--- src/rtl/rr_mux4_arbiter_pkg.sv ---
// Shared types and the round-robin pick helper for the four-way packet arbiter.
package arb_pkg;

    localparam int NUM_REQ = 4;

    typedef logic [1:0] src_t;

    typedef enum logic {
        IDLE   = 1'b0,
        LOCKED = 1'b1
    } state_t;

    // First set valid bit searched in order ptr+1, ptr+2, ptr+3, ptr (mod 4).
    // Returns ptr+1 when nothing is valid; callers qualify with the valid bit.
    function automatic src_t rr_pick(input logic [3:0] valid, input src_t ptr);
        src_t pick;
        src_t idx;
        pick = ptr + 2'd1;
        // Walk from lowest to highest priority so the highest priority hit wins.
        for (int k = NUM_REQ; k >= 1; k--) begin
            idx = ptr + src_t'(k);
            if (valid[idx]) begin
                pick = idx;
            end
        end
        return pick;
    endfunction

endpackage

--- src/rtl/rr_mux4_arbiter_if.sv ---
// Bundle of the four requester channels and the single downstream channel.
interface rr_mux4_arbiter_if
    import arb_pkg::*;
#(
    parameter int N = 8
);
    logic [N-1:0] in_data_0;
    logic [N-1:0] in_data_1;
    logic [N-1:0] in_data_2;
    logic [N-1:0] in_data_3;
    logic [3:0]   in_valid;
    logic [3:0]   in_last;
    logic [3:0]   in_ready;
    logic [N-1:0] out_data;
    src_t         out_src;
    logic         out_last;
    logic         out_valid;
    logic         out_ready;
    logic         trunc_err;
    logic         busy;

    // Producers plus consumer side.
    modport master (
        output in_data_0, in_data_1, in_data_2, in_data_3,
        output in_valid, in_last, out_ready,
        input  in_ready, out_data, out_src, out_last, out_valid,
        input  trunc_err, busy
    );

    // Arbiter side.
    modport slave (
        input  in_data_0, in_data_1, in_data_2, in_data_3,
        input  in_valid, in_last, out_ready,
        output in_ready, out_data, out_src, out_last, out_valid,
        output trunc_err, busy
    );

endinterface

--- src/rtl/rr_mux4_arbiter_mux4.sv ---
// Plain 4-to-1 N-bit data selector used as the shared datapath.
module mux4 #(
    parameter int N = 8
) (
    input  logic [N-1:0] d0,
    input  logic [N-1:0] d1,
    input  logic [N-1:0] d2,
    input  logic [N-1:0] d3,
    input  logic [1:0]   sel,
    output logic [N-1:0] y
);

    // Pure combinational selection, no state.
    always_comb begin
        unique case (sel)
            2'd0:    y = d0;
            2'd1:    y = d1;
            2'd2:    y = d2;
            default: y = d3;
        endcase
    end

endmodule

--- src/rtl/rr_mux4_arbiter.sv ---
// Round-robin packet arbiter: grants one of four requesters, holds the grant
// until the packet's last beat (or a forced release after MAX_BEATS beats)
// and feeds the selected beat into a one-entry registered output stage.
module rr_mux4_arbiter
    import arb_pkg::*;
#(
    parameter int N         = 8,
    parameter int MAX_BEATS = 16
) (
    input  logic               clk,
    input  logic               rst,
    rr_mux4_arbiter_if.slave   bus
);

    localparam int              CW       = $clog2(MAX_BEATS + 1);
    localparam logic [CW-1:0]   LAST_CNT = CW'(MAX_BEATS - 1);

    state_t         state_reg, state_next;
    src_t           ptr_reg, ptr_next;
    src_t           gnt_reg, gnt_next;
    logic [CW-1:0]  beat_cnt_reg, beat_cnt_next;

    logic [N-1:0]   out_data_reg, out_data_next;
    src_t           out_src_reg, out_src_next;
    logic           out_last_reg, out_last_next;
    logic           out_valid_reg, out_valid_next;
    logic           trunc_err_reg, trunc_err_next;

    src_t           winner;
    src_t           sel;
    logic           sel_valid;
    logic           out_free;
    logic           xfer;
    logic           cnt_at_limit;
    logic           eff_last;
    logic           forced_last;
    logic [N-1:0]   mux_data;

    // Shared datapath: the selected requester's data.
    mux4 #(.N(N)) u_mux4 (
        .d0  (bus.in_data_0),
        .d1  (bus.in_data_1),
        .d2  (bus.in_data_2),
        .d3  (bus.in_data_3),
        .sel (sel),
        .y   (mux_data)
    );

    // Arbitration and handshake decode; arbitration adds no cycle of latency.
    always_comb begin
        winner       = rr_pick(bus.in_valid, ptr_reg);
        sel          = (state_reg == IDLE) ? winner : gnt_reg;
        sel_valid    = bus.in_valid[sel];
        out_free     = !out_valid_reg || bus.out_ready;
        xfer         = sel_valid && out_free;
        cnt_at_limit = (beat_cnt_reg == LAST_CNT);
        eff_last     = bus.in_last[sel] || cnt_at_limit;
        forced_last  = cnt_at_limit && !bus.in_last[sel];
    end

    // One ready per requester; only the selected one can be high. Held low
    // during reset so nothing is accepted while the block is being cleared.
    generate
        for (genvar gi = 0; gi < NUM_REQ; gi++) begin : g_ready
            assign bus.in_ready[gi] = !rst && xfer && (sel == src_t'(gi));
        end
    endgenerate

    // Next-state for the grant FSM, round-robin pointer and beat counter.
    always_comb begin
        state_next    = state_reg;
        ptr_next      = ptr_reg;
        gnt_next      = gnt_reg;
        beat_cnt_next = beat_cnt_reg;
        unique case (state_reg)
            IDLE: begin
                if (xfer) begin
                    if (eff_last) begin
                        ptr_next = winner;
                    end else begin
                        state_next    = LOCKED;
                        gnt_next      = winner;
                        beat_cnt_next = CW'(1);
                    end
                end
            end
            LOCKED: begin
                // A grant survives any number of idle cycles from its owner.
                if (xfer) begin
                    if (eff_last) begin
                        state_next    = IDLE;
                        ptr_next      = gnt_reg;
                        beat_cnt_next = '0;
                    end else begin
                        beat_cnt_next = beat_cnt_reg + CW'(1);
                    end
                end
            end
            default: begin
                state_next = IDLE;
            end
        endcase
    end

    // Next-state for the one-entry output register and the truncation pulse.
    always_comb begin
        out_data_next  = out_data_reg;
        out_src_next   = out_src_reg;
        out_last_next  = out_last_reg;
        out_valid_next = out_valid_reg;
        trunc_err_next = 1'b0;
        if (xfer) begin
            out_data_next  = mux_data;
            out_src_next   = sel;
            out_last_next  = eff_last;
            out_valid_next = 1'b1;
            trunc_err_next = forced_last;
        end else if (bus.out_ready) begin
            out_valid_next = 1'b0;
        end
    end

    // Grant FSM, pointer and counter registers.
    always_ff @(posedge clk or posedge rst) begin
        if (rst) begin
            state_reg    <= IDLE;
            ptr_reg      <= 2'd3;
            gnt_reg      <= 2'd0;
            beat_cnt_reg <= '0;
        end else begin
            state_reg    <= state_next;
            ptr_reg      <= ptr_next;
            gnt_reg      <= gnt_next;
            beat_cnt_reg <= beat_cnt_next;
        end
    end

    // Output stage registers.
    always_ff @(posedge clk or posedge rst) begin
        if (rst) begin
            out_data_reg  <= '0;
            out_src_reg   <= 2'd0;
            out_last_reg  <= 1'b0;
            out_valid_reg <= 1'b0;
            trunc_err_reg <= 1'b0;
        end else begin
            out_data_reg  <= out_data_next;
            out_src_reg   <= out_src_next;
            out_last_reg  <= out_last_next;
            out_valid_reg <= out_valid_next;
            trunc_err_reg <= trunc_err_next;
        end
    end

    assign bus.out_data  = out_data_reg;
    assign bus.out_src   = out_src_reg;
    assign bus.out_last  = out_last_reg;
    assign bus.out_valid = out_valid_reg;
    assign bus.trunc_err = trunc_err_reg;
    assign bus.busy      = (state_reg == LOCKED);

endmodule

--- src/flat_wrapper.sv ---
// flat-port wrapper written by rule: the top's interface ports become plain ports
module rr_mux4_arbiter_flat import arb_pkg::*;
#(
    parameter int N         = 8,
    parameter int MAX_BEATS = 16
)
  (clk, rst, bus_in_data_0, bus_in_data_1, bus_in_data_2, bus_in_data_3, bus_in_valid, bus_in_last, bus_out_ready, bus_in_ready, bus_out_data, bus_out_src, bus_out_last, bus_out_valid, bus_trunc_err, bus_busy);
  rr_mux4_arbiter_if #(.N(N)) bus_i ();
  input  logic clk;
  input  logic rst;
  input wire logic [$bits(bus_i.in_data_0)-1:0] bus_in_data_0;
  input wire logic [$bits(bus_i.in_data_1)-1:0] bus_in_data_1;
  input wire logic [$bits(bus_i.in_data_2)-1:0] bus_in_data_2;
  input wire logic [$bits(bus_i.in_data_3)-1:0] bus_in_data_3;
  input wire logic [$bits(bus_i.in_valid)-1:0] bus_in_valid;
  input wire logic [$bits(bus_i.in_last)-1:0] bus_in_last;
  input wire logic [$bits(bus_i.out_ready)-1:0] bus_out_ready;
  output wire logic [$bits(bus_i.in_ready)-1:0] bus_in_ready;
  output wire logic [$bits(bus_i.out_data)-1:0] bus_out_data;
  output wire logic [$bits(bus_i.out_src)-1:0] bus_out_src;
  output wire logic [$bits(bus_i.out_last)-1:0] bus_out_last;
  output wire logic [$bits(bus_i.out_valid)-1:0] bus_out_valid;
  output wire logic [$bits(bus_i.trunc_err)-1:0] bus_trunc_err;
  output wire logic [$bits(bus_i.busy)-1:0] bus_busy;
  assign bus_i.in_data_0 = bus_in_data_0;
  assign bus_i.in_data_1 = bus_in_data_1;
  assign bus_i.in_data_2 = bus_in_data_2;
  assign bus_i.in_data_3 = bus_in_data_3;
  assign bus_i.in_valid = bus_in_valid;
  assign bus_i.in_last = bus_in_last;
  assign bus_i.out_ready = bus_out_ready;
  assign bus_in_ready = bus_i.in_ready;
  assign bus_out_data = bus_i.out_data;
  assign bus_out_src = bus_i.out_src;
  assign bus_out_last = bus_i.out_last;
  assign bus_out_valid = bus_i.out_valid;
  assign bus_trunc_err = bus_i.trunc_err;
  assign bus_busy = bus_i.busy;
  rr_mux4_arbiter #(.N(N), .MAX_BEATS(MAX_BEATS)) u_core (.clk(clk), .rst(rst), .bus(bus_i));
endmodule
--- config.mk ---
export PLATFORM = sky130hd
export DESIGN_NAME = rr_mux4_arbiter_flat
export DESIGN_NICKNAME = d
export VERILOG_FILES = /design/src/rtl/rr_mux4_arbiter_pkg.sv /design/src/rtl/rr_mux4_arbiter_if.sv /design/src/rtl/rr_mux4_arbiter_mux4.sv /design/src/rtl/rr_mux4_arbiter.sv /design/src/flat_wrapper.sv
export SDC_FILE = /design/constraint.sdc
export NUM_CORES = 1
export LEC_CHECK = 0
export ABC_AREA = 1
export CORE_MARGIN = 2
export CORE_UTILIZATION = 30
export CTS_CLUSTER_DIAMETER = 100
export CTS_CLUSTER_SIZE = 14
export DETAILED_ROUTE_END_ITERATION = 12
export PLACE_DENSITY = 0.62
export SLEW_MARGIN = 20
export SYNTH_ARGS = -nofsm -noshare
export SYNTH_HDL_FRONTEND = slang
export SYNTH_SLANG_ARGS = --single-unit
--- constraint.sdc ---
create_clock -name clk -period 4.49 [get_ports clk]
set_clock_uncertainty 0.05 [all_clocks]
set_input_delay 1.347 -clock clk [delete_from_list [all_inputs] [get_ports clk]]
set_output_delay 1.347 -clock clk [all_outputs]
set_load 0.02 [all_outputs]
==> summary.md <==
| Metric | Value |
|---|---|
| Area growth from synthesis to layout | 52.3% |
| Shortest period the worst path allows | 4.30 ns |
| Number of levels the H-tree was split into | 1 |
| Number of flip-flops and latches in the synthesized netlist | 23 |
| Skew-Pair Late Insertion Delay | 0.26 ns |
| Total power density per cell area | 795 nW/µm² |
| Post-detailed-routing wire length | 4.62 mm |
| Inserted Clock Buffers | 3 |
| Cell with the largest stage delay on the worst path | sky130_fd_sc_hd__buf_4 |
| Last weighted congestion value of the routability-driven placer | 0.803 |
| Final hold violation count | 0 |
| IO buf count | 60 |
| EDFF count, synth | 0 |
| Finished layout cell area | 2480 µm² |
| Number of antenna violations at the first check in global routing | 0 |
| Max reg flops | 8 |
| Antenna Violating Nets Remaining | 0 |
| Vias/cell | 4.70 |
| Buffer depth of the longest clock path | 2 |
| Largest family of logic cells by synthesized area | simple AND/OR/NAND/NOR gates |
| Final setup TNS | 0 ns |
| Wirelength per Cell | 12.0 µm |
| Fraction of the mapped netlist area in simple logic gates | 47.3% |
| Slew Viols, Final | 0 |
| CP Cell Sequence | buf_2 > inv_2 > o21ai_2 > nand2_1 > nand3_1 > nand2_2 > nand3_2 > nand3_4 > nand2_4 > buf_4 > nand2_1 > nor2_1 > buf_2 |
| Min-delay worst type | reg2reg |
| Diode count | 0 |
| Fmax | 232 MHz |
| Slew at the pin closest to its max-slew limit | 0.517 ns |
| Max cap viols | 0 |
| Number of vias after detailed routing | 1809 |
| IO Count | 61 |
| Number of fillers in the final layout | 529 |
| Starting DRT DRC Count | 76 |
| Biggest fanout along the worst timing path | 27 |
| Net count after synthesis | 288 |
| Largest delay contributor family on the critical path | simple AND/OR/NAND/NOR gates |
| Layout cells sized above 1 | 21.0% |
| TritonCTS clock tree | yes |
| Post-layout net count | 361 |
| Vias in the first global route | 1846 |
| Core Footprint | 5170 µm² |
| Total of endpoints with negative setup slack in the final report | 0 |
| Data arrival time of the critical path | 2.90 ns |
| Critical setup path kind | in2out |
| Main synth FF type | sky130_fd_sc_hd__dfrtp_1 |
| Seq/Total Area, Yosys | 35.5% |
| Startpoint type of the worst setup path | primary input |
| Horizontal die dimension | 77.7 µm |
| Mean cell area of the mapped netlist | 6.70 µm² |
| CTS root buf | sky130_fd_sc_hd__clkbuf_8 |
| Result of the run | finished, final reports clean |
| DRC | 0 |
| Post-DP Area | 2350 µm² |
| Delay of the slowest cell on the worst path | 0.29 ns |
| Adder-cell area share of the yosys netlist | 1.54% |
| WHS Path Cells | 2 |
| Effective utilization at floorplan | 31.5% |
| Endpoint type of the worst setup path | output pin |
| Total Routing Usage GR | 16.4% |
| First-pass GRT wire length | 8.18 mm |
| Library cells used by synthesis | 28 |
| Reported leakage power | 1.25 nW |
| Die Ht | 77.7 µm |
| Gr ovfl total | 0 |
| Cell depth of the worst setup path | 13 |
| VDD IR-drop max | 0.330 mV |
| Slew headroom | 65.4% |
| Number of core rows | 26 |
| Number of instances in the synthesized netlist | 243 |
| Clock Sinks | 23 |
| Number of synthesis warnings | 0 |
| Required time worst endpoint | 3.09 ns |
| Async set-reset flop share out of synthesis | 100% |
| Clock edge transition at the registers on the reported setup and hold paths | 0.09 ns |
| R2R cell count | 17 |
| Maximum number of pins on one net before global-route repair | 28 |
| CP bufs+invs | 4 |
| Number of iterations in the first detailed-routing pass | 4 |
| Synthesized-area fraction occupied by ao, oa, aoi and oai cells | 4.69% |
| Multiplexer area fraction after synthesis | 0% |
| Period utilisation layout | 95.8% |
| Die area | 6040 µm² |
| Netlist Area Pre-Place | 1630 µm² |
| DPL Wire Length | 3.61 mm |
| Xor-xnor portion of the synthesized cell area | 1.08% |
cell usage in the layout (no fill, tap or decap):
cell                               n
sky130_fd_sc_hd__nand2_1          94
sky130_fd_sc_hd__clkdlybuf4s50_1  52
sky130_fd_sc_hd__nand3_1          35
sky130_fd_sc_hd__buf_4            22
sky130_fd_sc_hd__dfrtp_1          21
sky130_fd_sc_hd__inv_1            15
sky130_fd_sc_hd__nand2_2          14
sky130_fd_sc_hd__nand4_1           9
sky130_fd_sc_hd__nor2_1            6
sky130_fd_sc_hd__inv_2             5
sky130_fd_sc_hd__nand3_2           4
sky130_fd_sc_hd__buf_2             4
sky130_fd_sc_hd__o21ai_1           3
sky130_fd_sc_hd__nand2_4           3
sky130_fd_sc_hd__o21ai_0           3
sky130_fd_sc_hd__clkbuf_8          3
sky130_fd_sc_hd__o21ai_2           2
sky130_fd_sc_hd__o21bai_1          2
sky130_fd_sc_hd__ha_1              2
sky130_fd_sc_hd__dfstp_2           2
sky130_fd_sc_hd__inv_4             1
sky130_fd_sc_hd__a31oi_1           1
sky130_fd_sc_hd__a21boi_1          1
sky130_fd_sc_hd__nand3_4           1
sky130_fd_sc_hd__nor2_8            1
sky130_fd_sc_hd__and3_1            1
sky130_fd_sc_hd__nor3_4            1
sky130_fd_sc_hd__nor3_2            1
sky130_fd_sc_hd__nor4_1            1
sky130_fd_sc_hd__o21a_1            1
sky130_fd_sc_hd__xor2_1            1
sky130_fd_sc_hd__xnor2_1           1
sky130_fd_sc_hd__clkinv_2          1
sky130_fd_sc_hd__buf_6             1
where the power goes:
| part | internal (mW) | switching (mW) | leakage, nW |
|---|---|---|---|
| registers | 0.309 | 0.0840 | 0.286 |
| clock network | 0.0619 | 0.0682 | 0.0255 |
| logic | 0.573 | 0.877 | 0.935 |
| total | 0.944 | 1.03 | 1.25 |
synthesized netlist by cell type (2+ instances only):
cell type | instances | area share, %
sky130_fd_sc_hd__nor2_1 | 6 | 1.4
sky130_fd_sc_hd__nand3_1 | 38 | 12
sky130_fd_sc_hd__nor3_1 | 2 | 0.61
sky130_fd_sc_hd__inv_1 | 17 | 3.9
sky130_fd_sc_hd__o21ai_1 | 5 | 1.5
sky130_fd_sc_hd__o21ai_0 | 3 | 0.92
sky130_fd_sc_hd__dfstp_2 | 2 | 3.2
sky130_fd_sc_hd__nand3_2 | 2 | 1.2
sky130_fd_sc_hd__buf_6 | 4 | 2.8
sky130_fd_sc_hd__ha_1 | 2 | 1.5
sky130_fd_sc_hd__dfrtp_1 | 21 | 32
sky130_fd_sc_hd__nand4_1 | 9 | 3.5
sky130_fd_sc_hd__o21bai_1 | 2 | 0.92
sky130_fd_sc_hd__buf_4 | 2 | 0.92
sky130_fd_sc_hd__nand2_1 | 102 | 24
sky130_fd_sc_hd__nand2_2 | 9 | 3.5
sky130_fd_sc_hd__clkbuf_1 | 4 | 0.92
sky130_fd_sc_hd__inv_2 | 3 | 0.69
per-layer routing:
| layer | global-route usage, % | vias to the layer above | part of all wire (%) |
|---|---|---|---|
| met5 | 0 | - | 0 |
| met4 | 3.75 | 0 | 1.5 |
| met3 | 4.07 | 10 | 6.2 |
| met2 | 28.6 | 55 | 48 |
| met1 | 20.1 | 814 | 45 |
| li1 | - | 930 | - |
through the flow:
step / std cells / total power, mW / hold WS [ns] / setup WS (ns) / utilization [%]
after global routing: 385 / 2.20 / 0.478 / -0.0120 / 48.0
after global placement: 377 / 1.73 / 0.414 / -0.780 / 45.4
after detailed placement: 377 / 1.74 / 0.414 / -0.809 / 45.4
final: 385 / 1.97 / 0.434 / 0.189 / 48.0
after CTS: 383 / 1.94 / 0.438 / 0.00932 / 47.4
after floorplan: 243 / 1.34 / 0.399 / 0.00421 / -
kinds of logic (layout without fill, tap and decap cells):
kind of cell,Yosys count,in the layout
flip-flops,23,23
AO/OA/AOI/OAI,13,13
adder cells (fa/ha/maj),2,2
AND/OR/NAND/NOR,171,171
buffers and inverters,32,104
XOR/XNOR,2,2
worst paths after layout:
| kind | slack [ns] | start | to |
|---|---|---|---|
| max | 0.19 | bus_in_valid[1] | bus_in_ready[3] |
| min | 0.43 | u_core.bus.out_data[3] | u_core.bus.out_data[3] |
| max reg2reg | 1.58 | u_core.ptr_reg[0] | u_core.bus.out_data[0] |
| min reg2reg | 0.43 | u_core.bus.out_data[3] | u_core.bus.out_data[3] |
| max in group asynchronous | 2.60 | rst | u_core.ptr_reg[0] |
| min in group asynchronous | 1.50 | rst | u_core.bus.out_data[2] |
what timing repair did:
| item | 4_1_cts | 5_1_grt |
|---|---|---|
| hold buffers | 0 | 0 |
| setup endpoints to repair | 4 | 4 |
| setup buffers | 3 | 2 |
| pin swaps | 6 | 7 |
| resized for setup | 47 | 13 |
worst min-delay path, delay by kind of cell, from the launching register on:
kind | cells | cell delay (ns)
flip-flops | 1 | 0.35
AND/OR/NAND/NOR | 2 | 0.10
area by class of cell:
cell class	count	area (µm²)	share of cell area, %
tap	70	87.6	3.53
inverter	21	81.3	3.28
sequential	23	578	23.3
multi-input combinational	188	971	39.1
timing repair buffer	79	717	28.9
clock buffer	3	41.3	1.66
clock inverter	1	5.00	0.202
Note: power is estimated with default switching activity, not from simulation.
